[src/rtl/seg7_pkg.sv]
// Shared constants for the seven-segment scan controller: hex glyph table,
// slot state encoding and segment bit range.
package seg7_pkg;

  localparam logic ST_BLANK = 1'b0;
  localparam logic ST_DRIVE = 1'b1;

  localparam int SEG_A = 0;
  localparam int SEG_G = 6;

  // Active-high glyphs {g,f,e,d,c,b,a}; entry 0 is the rightmost element.
  localparam logic [15:0][6:0] HEX_SEG = {
    7'h71, 7'h79, 7'h5E, 7'h39, 7'h7C, 7'h77, 7'h6F, 7'h7F,
    7'h07, 7'h7D, 7'h6D, 7'h66, 7'h4F, 7'h5B, 7'h06, 7'h3F
  };

  function automatic logic [6:0] hex2seg(input logic [3:0] nib);
    return HEX_SEG[nib];
  endfunction

endpackage

[src/rtl/seg7_decode.sv]
// Nibble to active-high segment pattern; output polarity is the parent's job.
module seg7_decode
  import seg7_pkg::*;
(
  input  logic [3:0]           nib_i,
  output logic [SEG_G:SEG_A]   seg_o
);

  assign seg_o = hex2seg(nib_i);

endmodule

[src/rtl/seg7_scan_ctrl.sv]
// Multiplexed hex display scanner with blank interval, leading-zero
// suppression, digit mask and frame-aligned double-buffered updates.
module seg7_scan_ctrl
  import seg7_pkg::*;
#(
  parameter int NUM_DIGITS      = 4,
  parameter int TICK_DIV        = 65536,
  parameter int BLANK_CYCLES    = 256,
  parameter int SEG_ACTIVE_LOW  = 1,
  parameter int DIG_ACTIVE_HIGH = 1
) (
  input  logic                    clk,
  input  logic                    rst_n,
  input  logic [4*NUM_DIGITS-1:0] data_in,
  input  logic [NUM_DIGITS-1:0]   dp_in,
  input  logic                    load,
  input  logic [NUM_DIGITS-1:0]   dig_en,
  input  logic                    blank_lz,
  output logic [NUM_DIGITS-1:0]   ground,
  output logic [6:0]              display,
  output logic                    dp,
  output logic                    frame_tick,
  output logic                    update_done
);

  localparam int CNT_W = $clog2(TICK_DIV);
  localparam int IDX_W = (NUM_DIGITS > 1) ? $clog2(NUM_DIGITS) : 1;
  localparam logic [CNT_W-1:0] CNT_LAST  = CNT_W'(TICK_DIV - 1);
  localparam logic [CNT_W-1:0] BLANK_END = CNT_W'(BLANK_CYCLES);
  localparam logic [IDX_W-1:0] IDX_LAST  = IDX_W'(NUM_DIGITS - 1);
  localparam logic [NUM_DIGITS-1:0] GND_OFF =
    (DIG_ACTIVE_HIGH != 0) ? {NUM_DIGITS{1'b0}} : {NUM_DIGITS{1'b1}};
  localparam logic [6:0] SEG_OFF = (SEG_ACTIVE_LOW != 0) ? 7'h7F : 7'h00;
  localparam logic       DP_OFF  = (SEG_ACTIVE_LOW != 0);

  logic [CNT_W-1:0]        cnt_q, cnt_d;
  logic [IDX_W-1:0]        idx_q, idx_d;
  logic [4*NUM_DIGITS-1:0] act_data_q, pend_data_q;
  logic [NUM_DIGITS-1:0]   act_dp_q, pend_dp_q;
  logic                    pend_vld_q;
  logic [NUM_DIGITS-1:0]   ground_q, ground_d;
  logic [6:0]              display_q, display_d;
  logic                    dp_q, dp_d;
  logic                    frame_tick_q, update_done_q;

  logic                  slot_end, wrap, state, lit;
  logic [NUM_DIGITS-1:0] lz_sup, gnd_hot;
  logic [3:0]            cur_nib;
  logic [6:0]            seg_raw;

  assign slot_end = (cnt_q == CNT_LAST);
  assign wrap     = slot_end && (idx_q == IDX_LAST);
  assign cnt_d    = slot_end ? '0 : cnt_q + 1'b1;
  assign idx_d    = !slot_end ? idx_q : (idx_q == IDX_LAST) ? '0 : idx_q + 1'b1;
  assign state    = (cnt_q < BLANK_END) ? ST_BLANK : ST_DRIVE;

  // A digit is a leading zero when it and every more-significant nibble are zero.
  for (genvar g = 0; g < NUM_DIGITS; g++) begin : g_lz
    if (g == 0) begin : g_lsd
      assign lz_sup[g] = 1'b0;
    end else begin : g_upper
      assign lz_sup[g] = blank_lz && (act_data_q[4*NUM_DIGITS-1:4*g] == '0);
    end
  end

  assign cur_nib = act_data_q[{idx_q, 2'b00} +: 4];
  assign lit     = (state == ST_DRIVE) && dig_en[idx_q] && !lz_sup[idx_q];

  seg7_decode u_dec (
    .nib_i (cur_nib),
    .seg_o (seg_raw)
  );

  always_comb begin
    gnd_hot        = '0;
    gnd_hot[idx_q] = lit;
    ground_d       = gnd_hot ^ GND_OFF;
    display_d      = (lit ? seg_raw : 7'h00) ^ SEG_OFF;
    dp_d           = (lit & act_dp_q[idx_q]) ^ DP_OFF;
  end

  always_ff @(posedge clk or negedge rst_n) begin
    if (!rst_n) begin
      cnt_q         <= '0;
      idx_q         <= '0;
      act_data_q    <= '0;
      act_dp_q      <= '0;
      pend_data_q   <= '0;
      pend_dp_q     <= '0;
      pend_vld_q    <= 1'b0;
      ground_q      <= GND_OFF;
      display_q     <= SEG_OFF;
      dp_q          <= DP_OFF;
      frame_tick_q  <= 1'b0;
      update_done_q <= 1'b0;
    end else begin
      cnt_q         <= cnt_d;
      idx_q         <= idx_d;
      ground_q      <= ground_d;
      display_q     <= display_d;
      dp_q          <= dp_d;
      frame_tick_q  <= wrap;
      update_done_q <= wrap && pend_vld_q;
      // The commit reads the old pending copy, so a load landing on the wrap
      // cycle simply becomes the next frame's pending data.
      if (wrap && pend_vld_q) begin
        act_data_q <= pend_data_q;
        act_dp_q   <= pend_dp_q;
      end
      if (load) begin
        pend_data_q <= data_in;
        pend_dp_q   <= dp_in;
        pend_vld_q  <= 1'b1;
      end else if (wrap) begin
        pend_vld_q  <= 1'b0;
      end
    end
  end

  assign ground      = ground_q;
  assign display     = display_q;
  assign dp          = dp_q;
  assign frame_tick  = frame_tick_q;
  assign update_done = update_done_q;

endmodule

[config.mk]
export PLATFORM = sky130hd
export DESIGN_NAME = seg7_scan_ctrl
export DESIGN_NICKNAME = d
export VERILOG_FILES = /design/src/rtl/seg7_pkg.sv /design/src/rtl/seg7_decode.sv /design/src/rtl/seg7_scan_ctrl.sv
export SDC_FILE = /design/constraint.sdc
export NUM_CORES = 1
export LEC_CHECK = 0
export CAP_MARGIN = 10
export CORE_UTILIZATION = 55
export CTS_CLUSTER_SIZE = 10
export DETAILED_ROUTE_END_ITERATION = 10
export PLACE_DENSITY = 0.81
export SYNTH_ARGS = -nofsm -noshare
export SYNTH_HDL_FRONTEND = slang
export SYNTH_HIERARCHICAL = 1
export SYNTH_SLANG_ARGS = --single-unit
[constraint.sdc]
create_clock -name clk -period 2.45 [get_ports clk]
set_input_delay 0.49 -clock clk [delete_from_list [all_inputs] [get_ports clk]]
set_output_delay 0.49 -clock clk [all_outputs]
set_load 0.02 [all_outputs]
# Yosys cells after proc, flatten, opt, wreduce, memory -nomap -nowiden
# Memory sizes are Yosys's and may differ from the RTL's.
# Index checks and enable logic that the tools add are counted.
# classes
addsub,2
n_lt_le_gt_ge,4
n_eq_ne,2
n_shift,1
muxes,15
bitwise_logic,4
n_reduce_logical,13
# ops
op,n
adder 16 x 1 -> 16 bit (second input constant),1
== test 16 bit (second input constant),1
less-than comparator 16 x 9 -> 1 bit (second input constant),1
2-to-1 mux 16 bit,1
variable part select 16 x 5 -> 4 bit,1
2-to-1 mux 7 bit,2
zero test 12 bit,1
logical AND 1 bit,8
zero test 8 bit,1
2-to-1 mux 1 bit,7
NOT 7 bit,1
binary-select mux 1 bit (select 2 bit),3
less-than comparator 4 x 5 -> 1 bit (second input constant),1
AND 4 bit,1
zero test 4 bit,1
less-than comparator 2 x 3 -> 1 bit (second input constant),1
adder 2 x 1 -> 2 bit (second input constant),1
demux 1 bit (select 2 bit),1
== test 2 bit (second input constant),1
>= comparator 2 x 1 -> 1 bit (second input constant),1
2-to-1 mux 2 bit,1
nonzero test 2 bit,1
AND 1 bit,1
zero test 1 bit,1
NOT 1 bit,1
# word_totals
reg_bits,73
rom_bits,112
input_bits,28
output_inout_bits,14
elab_cells,54
memories,1
# mem_list
name,words,width,rd,rd_clocked_by_memory_dff,write_ports,line,rtl
(name not given),16,7,1,0,0,seg7_pkg.sv:18,return HEX_SEG[nib];

# Logic depth before layout (Yosys ltp)
# depth
depth_word,8
depth_mapped,7
depth_no_buf,6

# Modules after synthesis
# The synthesis kept the hierarchy.
# by_module_without_submodules
module,instances,cells_per_inst,area_per_inst_um2,seq_area_each_um2
seg7_scan_ctrl,1,217,3164.3,1836.8
seg7_decode,1,33,287.8,0.0

# Least setup slack after synthesis
# Ideal clock, no wire load.
# synth_path
path_kind,reg2reg
from,reg idx_q[1]
to,"reg display_q[3], in the netlist display[3]"
setup_ns,0.064
arrival_time_ns,2.027
required_time_ns,2.386
setup_slack_ns,0.359
path_stages_with_launch,8
n_path_buf,1
period_less_slack_ns,2.091
cell_sequence,dfrtp_1 > buf_2 > mux4_2 > inv_1 > ha_1 > inv_1 > mux4_1 > nand3_1
# synth_via
word_cells_on_any_way,12
classes_between,1 x shift; 6 x mux; 1 x bitwise; 3 x reduce/logical; 1 x memory
# synth_rtl
item,line,rtl
"start, declared",seg7_scan_ctrl.sv:37,"logic [IDX_W-1:0] idx_q, idx_d;"
"start signal, assigned",seg7_scan_ctrl.sv:98,idx_q <= idx_d;
variable part select 16 x 5 -> 4 bit,seg7_scan_ctrl.sv:66,"assign cur_nib = act_data_q[{idx_q, 2'b00} +: 4];"
named net cur_nib[1],seg7_scan_ctrl.sv:48,logic [3:0] cur_nib;
memory read (16 x 7 bit),-,
2-to-1 mux 7 bit (implied by the code),seg7_pkg.sv:18,
named net seg_raw[3],seg7_scan_ctrl.sv:49,logic [6:0] seg_raw;
2-to-1 mux 7 bit,seg7_scan_ctrl.sv:78,display_d = (lit ? seg_raw : 7'h00) ^ SEG_OFF;
NOT 7 bit (no line),-,
named net display_d[3],seg7_scan_ctrl.sv:42,"logic [6:0] display_q, display_d;"
"end signal, assigned",seg7_scan_ctrl.sv:100,display_q <= display_d;
"end, declared",seg7_scan_ctrl.sv:42,
# The timed path passes the listed nets, and every way through them passes these cells. The select of a mux whose other input is x is not followed.
# A chain may end at the register's enable or synchronous reset.

# Worst setup path after layout
# Same ends and word-level chain as after synthesis.

==> reports/results.md <==
* **outcome** finished clean
* **highest-utilization routing layer at the global route stage** met2
* **average routed wire per standard cell** 16.5 um
* **routed via count** 2116
* **pin slew with the least headroom to its limit** 0.760 ns
* **RSZ-0062 raised after global routing** false
* **reg-to-reg slack, setup** 0.35 ns
* **Avg Cell Area, Syn** 13.8 um2
* **Clock Latency Late Sink** 0.35 ns
* **top cell type's share of synthesized area** 47.1%
* **most instantiated library cell after synthesis** dfrtp_1
* **final RePlAce weighted congestion** 0.820
* **number of hold violations in the final report** 0
* **combined area of the multi-input logic cells** 0.00149 mm2
* **Combinational Power Share** 4.5%
* **Post-DP HPWL** 4290 um
* **max capacitance violation total** 0
* **Nets** 336
* **Reg clk slew, reported paths** 0.08 ns
* **register area** 0.00184 mm2
* **GR Util All Layers** 22.1%
* **capture point of the worst reg-to-reg path** display[3]$_DFF_PN1_
* **Port Buffer Count** 41
* **Worst Path Required** 2.73 ns
* **max_slew headroom** 49.1%
* **portion of total power attributed to sequential cells** 50.2%
* **DRC violations left** 0
* **Syn Nets** 290
* **global routing met1 resource utilization** 29.9%
* **path type of the worst setup path** reg2reg
* **accumulated negative setup slack** 0 ns
* **maximum clock rate** 0.476 GHz
* **overflow left after global routing** 0
* **antenna diode count** 0
* **maximum number of pins on one net before global-route repair** 45
* **instance count after placement with tap cells included** 360
* **Critical Path Fanout Max** 5
* **effective utilization at floorplan** 57.6%
* **fraction of layout cells with a size suffix above 1** 28.6%
* **number of iterations in the first detailed-routing pass** 4
* **number of storage elements in the synthesis netlist** 73
* **final worst-path cycle share** 85.8%
* **Setup crit start kind** register
* **count of warnings emitted by yosys** 6
* **wire length after detailed routing** 6220 um
* **clock tree buffer depth** 2
* **antenna violations before repair** 0
* **endpoint class of the critical path** register
* **leakage component of the power** 1.79 nW
* **floorplan die area** 0.00660 mm2
* **Rows** 28
* **share of power burned in the clock network** 45.2%
* **top cell types by occurrence after synthesis** 65 x dfrtp_1, 24 x mux2_2, 20 x mux2_4
* **worst flop-to-flop path startpoint** idx_q[1]$_DFFE_PN0N_
* **ys async rst share** 100%
* **number of setup buffers added after CTS** 0
* **die width** 81.2 um
* **skew final** 0.00924 ns
* **switching part of the total** 20.7%
* **cell at the root of the clock tree** clkbuf_8
* **level count of the clock H-tree** 3
* **final non-filler cell total** 376
* **total of hold buffers inserted after clock tree synthesis** 0
* **most area-consuming cells after synthesis** dfrtp_1 47%, mux2_4 8.7%, mux2_2 7.8%, dfstp_2 6.1%, ha_1 4.3%
* **vertical die dimension** 81.2 um
* **VDD IR max** 0.000485 V
* **Area growth, synth to finish** 20.2%
* **post-synthesis sequential area ratio** 53.2%
* **fillers** 419
* **clock sinks** 73
* **power per cell area** 603 mW/mm2
* **number of top-level pins** 42
* **cell count after synthesis** 250
* **DR vias/cell** 5.63
* **number of cells traversed by the worst register-to-register path** 6
* **Main synth FF type** dfrtp_1
* **Iteration-0 DRC Markers** 128
* **CTS tree** yes
* **post-route antenna net violation count** 0
* **via count of the first global-routing pass** 2070
* **number of distinct library cells after synthesis** 42
* **met2 track demand over resource in global routing** 33.9%
* **number of enable flip-flop cells after synthesis** 0
* **total net switching power** 0.518 mW
* **final max-slew violation count** 0
* **Final Util** 69.3%
* **global-route track usage on met3** 5.96%
* **global-route wire length before repair** 10400 um
* **area of the mapped netlist** 0.00345 mm2
* **# resized after CTS** 0
* **Core Box Area** 0.00599 mm2
* **cell type with the largest total area after synthesis** dfrtp_1
* **critical path startpoint** idx_q[1]$_DFFE_PN0N_
* **minimum period implied by the final worst setup slack** 2.10 ns
* **Worst EP arrival** 2.38 ns
* **final setup fails** 0
* **clock buffer count from CTS** 9
* **internal power contribution** 1.99 mW
* **min-delay worst type** in2async
## stage by stage
stage / hold slack (ns) / total power [mW] / setup slack (ns) / area [um2]
after floorplan: 0.194 / 1.31 / 0.359 / 3450
after global placement: 0.464 / 1.39 / 0.373 / 3910
after detailed placement: 0.482 / 1.40 / 0.337 / 3910
after CTS: 0.190 / 2.52 / 0.347 / 4150
after global routing: 0.213 / 2.60 / 0.232 / 4150
final: 0.177 / 2.50 / 0.348 / 4150
## worst max-delay path by stage
| stage | endpoint | slack [ns] |
|---|---|---|
| after floorplan | display[3]$_DFF_PN1_ | 0.36 |
| after global placement | ground[2]$_DFF_PN0_ | 0.37 |
| after detailed placement | ground[2]$_DFF_PN0_ | 0.34 |
| after CTS | display[3]$_DFF_PN1_ | 0.35 |
| after global routing | display[3]$_DFF_PN1_ | 0.23 |
| final | display[3]$_DFF_PN1_ | 0.35 |
## critical path, cell delays in order (launching register included)
cell,delay (ns)
dfrtp_1,0.45
mux4_2,0.59
inv_1,0.14
ha_1,0.25
inv_1,0.05
mux4_1,0.47
nand3_1,0.08
## layout make-up
| class | instances | area share (%) |
|---|---|---|
| clock buffers | 9 | 2.99 |
| repair buffers | 46 | 11.0 |
| multi-input cells | 158 | 35.9 |
| flip-flops and latches | 73 | 44.3 |
| clock inverters | 7 | 2.86 |
| inverters | 8 | 0.724 |
| well taps | 75 | 2.26 |
## flip-flops by register name (all words and copies together) (netlist names), 2 cells and up
register	cells
act_data_q	16
cnt_q	16
pend_data_q	16
display	7
act_dp_q	4
ground	4
pend_dp_q	4
idx_q	2
## layer usage
layer,wire (um),up-vias,share of wire (%)
met4,85,0,1.4
met2,2960,54,48
met1,2900,1060,47
met5,0,-,0
met3,267,8,4.3
li1,-,994,-
## cells in the final DEF, fill, tap and decap left out, types with 2 or more instances in the layout
cell type / count
dfrtp_1: 65
clkdlybuf4s50_1: 40
mux2_2: 24
mux2_4: 20
nand3_1: 14
ha_1: 12
nor2_1: 9
clkbuf_8: 9
inv_1: 8
xnor2_1: 8
nand2_1: 8
dfstp_2: 8
and3_1: 7
mux4_2: 6
nor4_1: 5
nand4_1: 5
xor2_1: 5
a21oi_1: 4
buf_4: 4
or4_1: 3
nor3_1: 3
bufinv_16: 3
and4_4: 2
and2_1: 2
nor2b_1: 2
o21ai_0: 2
clkinvlp_4: 2
mux2i_1: 2
## power groups by stage
stage	Combinational, mW	Sequential, mW	Clock (mW)
6_report	0.114	1.26	1.13
5_1_grt	0.128	1.26	1.21
4_1_cts	0.118	1.26	1.15
3_5_place_dp	0.117	1.28	0
3_3_place_gp	0.113	1.28	0
2_1_floorplan	0.0419	1.27	0
## cell families (layout without fill, tap and decap cells)
family | count (synthesis) | count (layout) | synth area share, %
fa+ha+maj | 12 | 12 | 4.35
xor+xnor | 13 | 13 | 3.30
flops | 73 | 73 | 53.2
mux | 53 | 53 | 21.8
simple gates | 67 | 67 | 11.2
buf+inv | 19 | 70 | 3.62
compound gates | 13 | 13 | 2.50
No activity file was read; power rests on OpenSTA's default activity.
